### config.mk
export PLATFORM = sky130hd
export DESIGN_NAME = instr_fetch_unit
export DESIGN_NICKNAME = d
export VERILOG_FILES = /design/src/rtl/instr_fetch_unit.sv
export SDC_FILE = /design/constraint.sdc
export NUM_CORES = 1
export LEC_CHECK = 0
export ABC_CLOCK_PERIOD_IN_PS = 2300
export CAP_MARGIN = 20
export CELL_PAD_IN_SITES_DETAIL_PLACEMENT = 0
export CELL_PAD_IN_SITES_GLOBAL_PLACEMENT = 1
export CORE_AREA = 2 2 191 118
export CTS_BUF_LIST = sky130_fd_sc_hd__clkbuf_16
export DETAILED_ROUTE_END_ITERATION = 10
export DIE_AREA = 0 0 193 120
export PLACE_DENSITY_LB_ADDON = 0.25
export SETUP_SLACK_MARGIN = 0.02
export SYNTH_ARGS = -nofsm -noshare
export SYNTH_HDL_FRONTEND = slang
export SYNTH_SLANG_ARGS = --single-unit
### constraint.sdc
create_clock -name clk -period 2.3 [get_ports clk]
set_input_delay 0.46 -clock clk [delete_from_list [all_inputs] [get_ports clk]]
set_output_delay 0.46 -clock clk [all_outputs]
set_load 0.1 [all_outputs]
### src/rtl/instr_fetch_unit.sv
// Purpose : fetch PC + synchronous ROM reader; hands {pc, instr} pairs to the core.
// Latency : issue the cycle after reset release, first out_valid 2 cycles after issue.
// Backpr. : 2-entry output buffer; issue stalls when buffer + in-flight read would exceed 2.
//
// Ports: clk/rst (sync, active high); halt stops issue; redirect_valid/redirect_pc
// flush and refetch; imem_en/imem_addr/imem_rdata drive a 1-cycle-latency ROM;
// out_valid/out_ready/out_instr/out_pc carry the buffer head; cur_pc is the fetch PC.
// Optional feature macro: FETCH_MISALIGN_CHK_EN adds the misalign output, which
// latches on a redirect to a non-word-aligned target and blocks issue until reset.
module instr_fetch_unit #(
    parameter logic [31:0] RESET_PC = 32'h0000_0000,
    parameter int          ADDR_W   = 8
) (
    input  logic              clk,
    input  logic              rst,
    input  logic              halt,
    input  logic              redirect_valid,
    input  logic [31:0]       redirect_pc,
    output logic              imem_en,
    output logic [ADDR_W-1:0] imem_addr,
    input  logic [31:0]       imem_rdata,
    output logic              out_valid,
    input  logic              out_ready,
    output logic [31:0]       out_instr,
    output logic [31:0]       out_pc,
    output logic [31:0]       cur_pc
`ifdef FETCH_MISALIGN_CHK_EN
    ,
    output logic              misalign
`endif
);

    logic [31:0] pc_q, pc_d;
    logic [31:0] tag_q, tag_d;          // PC of the read currently in flight
    logic        inflight_q, inflight_d;
    logic        kill_q, kill_d;
    logic [1:0]  count_q, count_d;
    logic [31:0] hd_pc_q, hd_pc_d, hd_ins_q, hd_ins_d;   // buffer head
    logic [31:0] tl_pc_q, tl_pc_d, tl_ins_q, tl_ins_d;   // buffer second entry
    logic        hold_q, hold_d;        // sticky issue block (misalign trap)

    logic        pop, push, room;
    logic [31:0] redir_tgt;

`ifdef FETCH_MISALIGN_CHK_EN
    assign redir_tgt = redirect_pc;
    assign misalign  = hold_q;
`else
    logic unused_redirect_lsb;
    assign redir_tgt           = {redirect_pc[31:2], 2'b00};
    assign unused_redirect_lsb = ^redirect_pc[1:0];
`endif

    assign out_valid = (count_q != 2'd0);
    assign out_pc    = hd_pc_q;
    assign out_instr = hd_ins_q;
    assign cur_pc    = pc_q;
    assign imem_addr = pc_q[ADDR_W+1:2];

    assign pop  = out_valid && out_ready;
    assign push = inflight_q && !kill_q;
    // count + inflight < 2
    assign room = (count_q == 2'd0) || ((count_q == 2'd1) && !inflight_q);
    // A pop frees a slot this edge, so issue may proceed into a "full" state.
    assign imem_en = !rst && !halt && !hold_q && !redirect_valid && (room || pop);

    always_comb begin
        pc_d       = pc_q;
        tag_d      = tag_q;
        inflight_d = 1'b0;
        kill_d     = 1'b0;
        count_d    = count_q;
        hd_pc_d    = hd_pc_q;
        hd_ins_d   = hd_ins_q;
        tl_pc_d    = tl_pc_q;
        tl_ins_d   = tl_ins_q;
        hold_d     = hold_q;

        if (redirect_valid) begin
            // Flush: buffered entries and the response arriving now are discarded.
            pc_d    = redir_tgt;
            count_d = 2'd0;
            kill_d  = 1'b1;
`ifdef FETCH_MISALIGN_CHK_EN
            if (redirect_pc[1:0] != 2'b00) begin
                hold_d = 1'b1;
            end
`endif
        end else begin
            inflight_d = imem_en;
            if (imem_en) begin
                tag_d = pc_q;
                pc_d  = pc_q + 32'd4;
            end

            case ({pop, push})
                2'b10: begin
                    hd_pc_d  = tl_pc_q;
                    hd_ins_d = tl_ins_q;
                    count_d  = count_q - 2'd1;
                end
                2'b01: begin
                    if (count_q == 2'd0) begin
                        hd_pc_d  = tag_q;
                        hd_ins_d = imem_rdata;
                    end else begin
                        tl_pc_d  = tag_q;
                        tl_ins_d = imem_rdata;
                    end
                    count_d = count_q + 2'd1;
                end
                2'b11: begin
                    // Occupancy is unchanged; the new entry lands behind whatever remains.
                    if (count_q == 2'd1) begin
                        hd_pc_d  = tag_q;
                        hd_ins_d = imem_rdata;
                    end else begin
                        hd_pc_d  = tl_pc_q;
                        hd_ins_d = tl_ins_q;
                        tl_pc_d  = tag_q;
                        tl_ins_d = imem_rdata;
                    end
                end
                default: ;
            endcase
        end
    end

    always_ff @(posedge clk) begin
        if (rst) begin
            pc_q       <= RESET_PC;
            tag_q      <= 32'd0;
            inflight_q <= 1'b0;
            kill_q     <= 1'b0;
            count_q    <= 2'd0;
            hd_pc_q    <= 32'd0;
            hd_ins_q   <= 32'd0;
            tl_pc_q    <= 32'd0;
            tl_ins_q   <= 32'd0;
            hold_q     <= 1'b0;
        end else begin
            pc_q       <= pc_d;
            tag_q      <= tag_d;
            inflight_q <= inflight_d;
            kill_q     <= kill_d;
            count_q    <= count_d;
            hd_pc_q    <= hd_pc_d;
            hd_ins_q   <= hd_ins_d;
            tl_pc_q    <= tl_pc_d;
            tl_ins_q   <= tl_ins_d;
            hold_q     <= hold_d;
        end
    end

endmodule

; After elaboration in Yosys (flattened, before gate mapping)
; Cells that the tools add are included.
[word_totals]
inputBits = 69
elab_cells = 60
reg_bits = 196
[op_classes]
mux = 16
reduce_logical = 23
bitwise = 1
eq_ne = 7
addsub = 3
[op_table]
columns = operator, n
row1 = $mux W32, 10
row2 = $pmux W32 S3, 2
row3 = $pmux W32 S2, 2
row4 = $add A32 B3 Y32 const B, 1
row5 = $reduce_bool A2 Y1, 4
row6 = $logic_and A1 B1 Y1, 6
row7 = $ne A2 B2 Y1 const B, 3
row8 = $logic_not A1 Y1, 5
row9 = $eq A2 B1 Y1 const B, 2
row10 = $eq A2 B2 Y1 const B, 2
row11 = $pmux W2 S2, 1
row12 = $reduce_and A4 Y1, 1
row13 = $reduce_and A3 Y1, 1
row14 = $reduce_bool A3 Y1, 1
row15 = $add A2 B1 Y2 const B, 1
row16 = $logic_not A2 Y1, 1
row17 = $logic_or A1 B1 Y1, 2
row18 = $reduce_and A2 Y1, 1
row19 = $reduce_or A2 Y1, 1
row20 = $sub A2 B1 Y2 const B, 1
row21 = $mux W1, 1
row22 = $not A1 Y1, 1

; Depth between registers and ports, before layout
[depth]
ltp_word = 7
ltp_mapped = 11
mapped_depth_nobuf = 9

; Worst setup path before layout
; No wires, ideal clock.
[synth_path]
path_type = register to register
startpoint = reg pc_q[9], in the netlist cur_pc[9]
endpoint = reg pc_q[24], in the netlist cur_pc[24]
period_less_slack_ns = 2.662
t_required_ns = 2.115
stages_incl_launch_ff = 8
arrival_ns = 2.477
n_path_buf = 2
slack_ns = -0.362
path_cell_list = dfxtp_1 > buf_2 > nand4_2 > or4_4 > buf_6 > nor3_4 > xnor2_1 > a211oi_2
[synth_between]
elab_chain_len = 3
[synth_rtl]
columns = element, line
row1 = "start, declared", 33  ; logic [31:0] pc_q, pc_d;
row2 = "start signal, assigned", 142  ; pc_q <= pc_d;
row3 = $add A32 B3 Y32, 93  ; pc_d = pc_q + 32'd4;
row4 = $mux W32, 91  ; if (imem_en) begin
row5 = $mux W32, 79  ; if (redirect_valid) begin
; Every way passes these cells. The select of a mux whose other input is x is not followed.
; A chain may end at the register's enable or synchronous reset.

; Worst setup path after layout
[layout_path]
startpoint = in out_ready
endpoint = out imem_en
[layout_between]
elab_chain_len = 3
[layout_rtl]
columns = element, line
row1 = "start, declared", 23  ; input logic out_ready,
row2 = $logic_and A1 B1 Y1, 60  ; assign pop = out_valid && out_ready;
row3 = $logic_or A1 B1 Y1, 65  ; assign imem_en = !rst && !halt && !hold_q && !redirect_valid && (room || pop);
row4 = $logic_and A1 B1 Y1, 65
row5 = "end, declared", 19  ; output logic imem_en,
; Every way passes these cells.

==> results.md <==
- Via density per instance: 5.12
- Layout Nets: 1195
- Fin. Hold Viols: 0
- Switching share of power: 33.5%
- GP Congestion: 0.825
- CP startpoint: out_ready
- Drc violations: 0
- Max Root-Sink Buffers: 2
- Die area: 0.0232 mm²
- Slew @ Worst Pin: 0.965 ns
- Top achievable clock speed: 434 MHz
- CP cell instances: clkdlybuf4s50_1, or2_4, o211ai_1, bufinv_8, buf_12
- Clock latency on the worst-skew pair: 0.45 ns
- Commonest register cell after synthesis: dfxtp_1
- Syn avg cell area: 8.05 µm²
- First-pass GRT wire length: 38100 µm
- Power share of the clock group: 36.3%
- CTS tree: yes
- Post-Syn Instances: 967
- P_leak: 0.00394 µW
- Vias in the first global route: 6705
- Slew headroom: 35.7%
- Inserted Clock Buffers: 17
- Clk sinks: 188
- Post-place setup slack: -0.184 ns
- Layout cells sized above 1: 21.1%
- Ys async rst share: 0%
- Placed cell area: 0.00981 mm²
- Worst hold slack: 0.456 ns
- Root buffer cell: clkbuf_16
- Synthesis-stage register bit count: 188
- Unrepaired setup endpoints after global routing: yes
- CP max stage delay: 0.49 ns
- Antenna violations before repair: 2
- Count of pins over their slew limit: 0
- Cell area power density: 745 mW/mm²
- Reg power frac: 44.4%
- Register area share after synthesis: 48.3%
- CP Launch Type: primary input
- Final worst setup slack: -0.00427 ns
- GR Overflow Total: 0
- Largest net degree at the start of global routing: 182
- Initial Utilization: 36.1%
- Design area: 0.0105 mm²
- Final worst path period share: 100%
- Final Skew: 0.0102 ns
- Site row count: 42
- Crit Path Category: in -> out
- Buffers and inverters on the worst path: 3
- DIE HEIGHT: 120 µm
- Detailed Route WL: 24400 µm
- Antenna viol nets, final: 0
- P_int: 5210 µW
- Worst Path Arrival: 1.84 ns
- DR vias: 7277
- Core footprint: 0.0215 mm²
- Yosys warnings: 0
- Outcome: finished with violations
- Worst vdd ir: 0.000559 V
- Worst-path clk slew: 0.07 ns
- Reg-to-Reg Start: count_q[0]
- Worst hold path type: reg -> reg
- Failing checks: setup timing
- Minimum clock period: 2.30 ns
- I/O Pins: 175
- Gate power share: 19.3%
- Htree depth: 4
- Area Growth Syn to Fin: 34.8%
- Post-Syn Area: 0.00779 mm²
- DRT iter0 DRCs: 601
- Max_cap viols: 0
- Distinct cells, synth: 53
- Avg WL per Cell: 17.1 µm
- Hold Path Origin: tl_pc_q[15]
- First drt pass iteration count: 5
- Critical path data required time: 1.84 ns
- Die W: 193 µm
- Delay-heaviest family, CP: buffers and inverters
- Setup violations, final: 1
- Critical Path Fanout Max: 3
- All-layer global routing usage: 21.2%
- Number of port buffers: 168
- Total Power: 7820 µW
- Net Sw Power: 2620 µW
- Fin util: 48.7%
- Slowest-stage cell, CP: clkdlybuf4s50_1
- DP HPWL: 15900 µm
- Number of flops mapped to enable cells by yosys: 0
- Crit end category: primary output
[worst reg2reg max path, stage by stage, from the launching register on]
cell	delay, ns
dfxtp_2	0.37
inv_2	0.05
ha_4	0.15
or2_4	0.23
o211ai_1	0.21
bufinv_8	0.23
buf_4	0.15
buf_4	0.19
nand3_1	0.09
mux2_1	0.32
a21oi_1	0.13
[layout make-up]
class                           count  area [µm²]
Clock inverter                     15         130
Multi-Input combinational cell    673        3650
Inverter                           19        90.1
Sequential cell                   188        3800
Fill cell                        2117       11000
Tap cell                          286         358
Antenna cell                        1        2.50
Timing Repair Buffer              223        2050
Clock buffer                       17         425
[cell usage after synthesis (4+ instances only)]
cell type,number,area [µm²]
xor2_1,7,61.3
nand4_1,9,56.3
nor3_1,63,315
o22ai_1,5,31.3
dfxtp_1,188,3760
a31oi_1,4,25.0
nand3_1,10,50.1
and3_1,4,25.0
xnor2_1,14,123
o21ai_1,10,50.1
and4_1,4,35.0
buf_4,12,90.1
nor2b_1,6,37.5
nand2_1,213,800
nor3b_1,4,30.0
o21a_1,5,37.5
a221oi_1,63,552
clkbuf_1,71,267
ha_1,4,50.1
a21oi_1,115,576
nor2_1,79,297
inv_1,17,63.8
nor4_1,9,56.3
[stage by stage]
stage,std cells,TNS [ns]
detailed placement,1381,-1.78
global placement,1381,-1.67
CTS,1420,-0.00847
finish,1422,-0.00427
floorplan,970,0
global route,1421,-0.0472
[routing by layer]
layer	part of all wire, %	global-route usage, %	vias up
li1	-	-	3659
met5	0.062	0	-
met4	1.3	5.87	2
met2	40	28.7	217
met1	52	33.2	3376
met3	6.1	4.39	23
[flip-flops by register name, indices dropped and copies added (netlist names)]
register,count
tl_pc_q,30
cur_pc,30
kill_q,1
out_instr,32
count_q,2
inflight_q,1
out_pc,30
tag_q,30
tl_ins_q,32
[kinds of logic after synthesis]
family	count (synthesis)	share of synthesized area (%)
AO/OA/AOI/OAI	222	18.3
XOR/XNOR	21	2.36
adder cells (fa/ha/maj)	4	0.643
buffers and inverters	109	5.98
flip-flops	188	48.3
multiplexers	4	0.530
other	1	0.0482
AND/OR/NAND/NOR	418	23.8
[power by group through the flow]
stage | Combinational (µW) | Clock (µW) | Sequential (µW)
after global placement | 1490 | 0 | 3550
after global routing | 1590 | 3040 | 3490
after detailed placement | 1490 | 0 | 3550
after CTS | 1510 | 2920 | 3470
after floorplan | 464 | 0 | 4120
final | 1510 | 2840 | 3470
[path summary, 6_finish.rpt]
check | end | slack [ns] | cells after the start
setup / recovery | imem_en | -0.004 | 5
hold / removal | tl_pc_q[15] | 0.46 | 2
setup reg to reg | cur_pc[12] | 0.10 | 10
hold reg to reg | tl_pc_q[15] | 0.46 | 2
[placed cells by master, fill, tap and decap left out, types with 14 or more instances in the layout]
cell type        count
inv_1               15
xnor2_1             14
clkdlybuf4s50_1     64
buf_4              140
a21oi_1            114
clkbuf_16           17
dfxtp_1            164
nand2_1            213
dfxtp_2             23
a221oi_1            62
nor2_1              79
buf_12              17
nor3_1              63
[repair_timing]
item	CTS	global route
hold buffers	0	0
endpoints found under the setup margin	1	4
resized for setup	12	2
pin swaps	3	2
hold endpoints to repair	0	0
setup buffers	7	1
(Power assumes the default switching activity.)
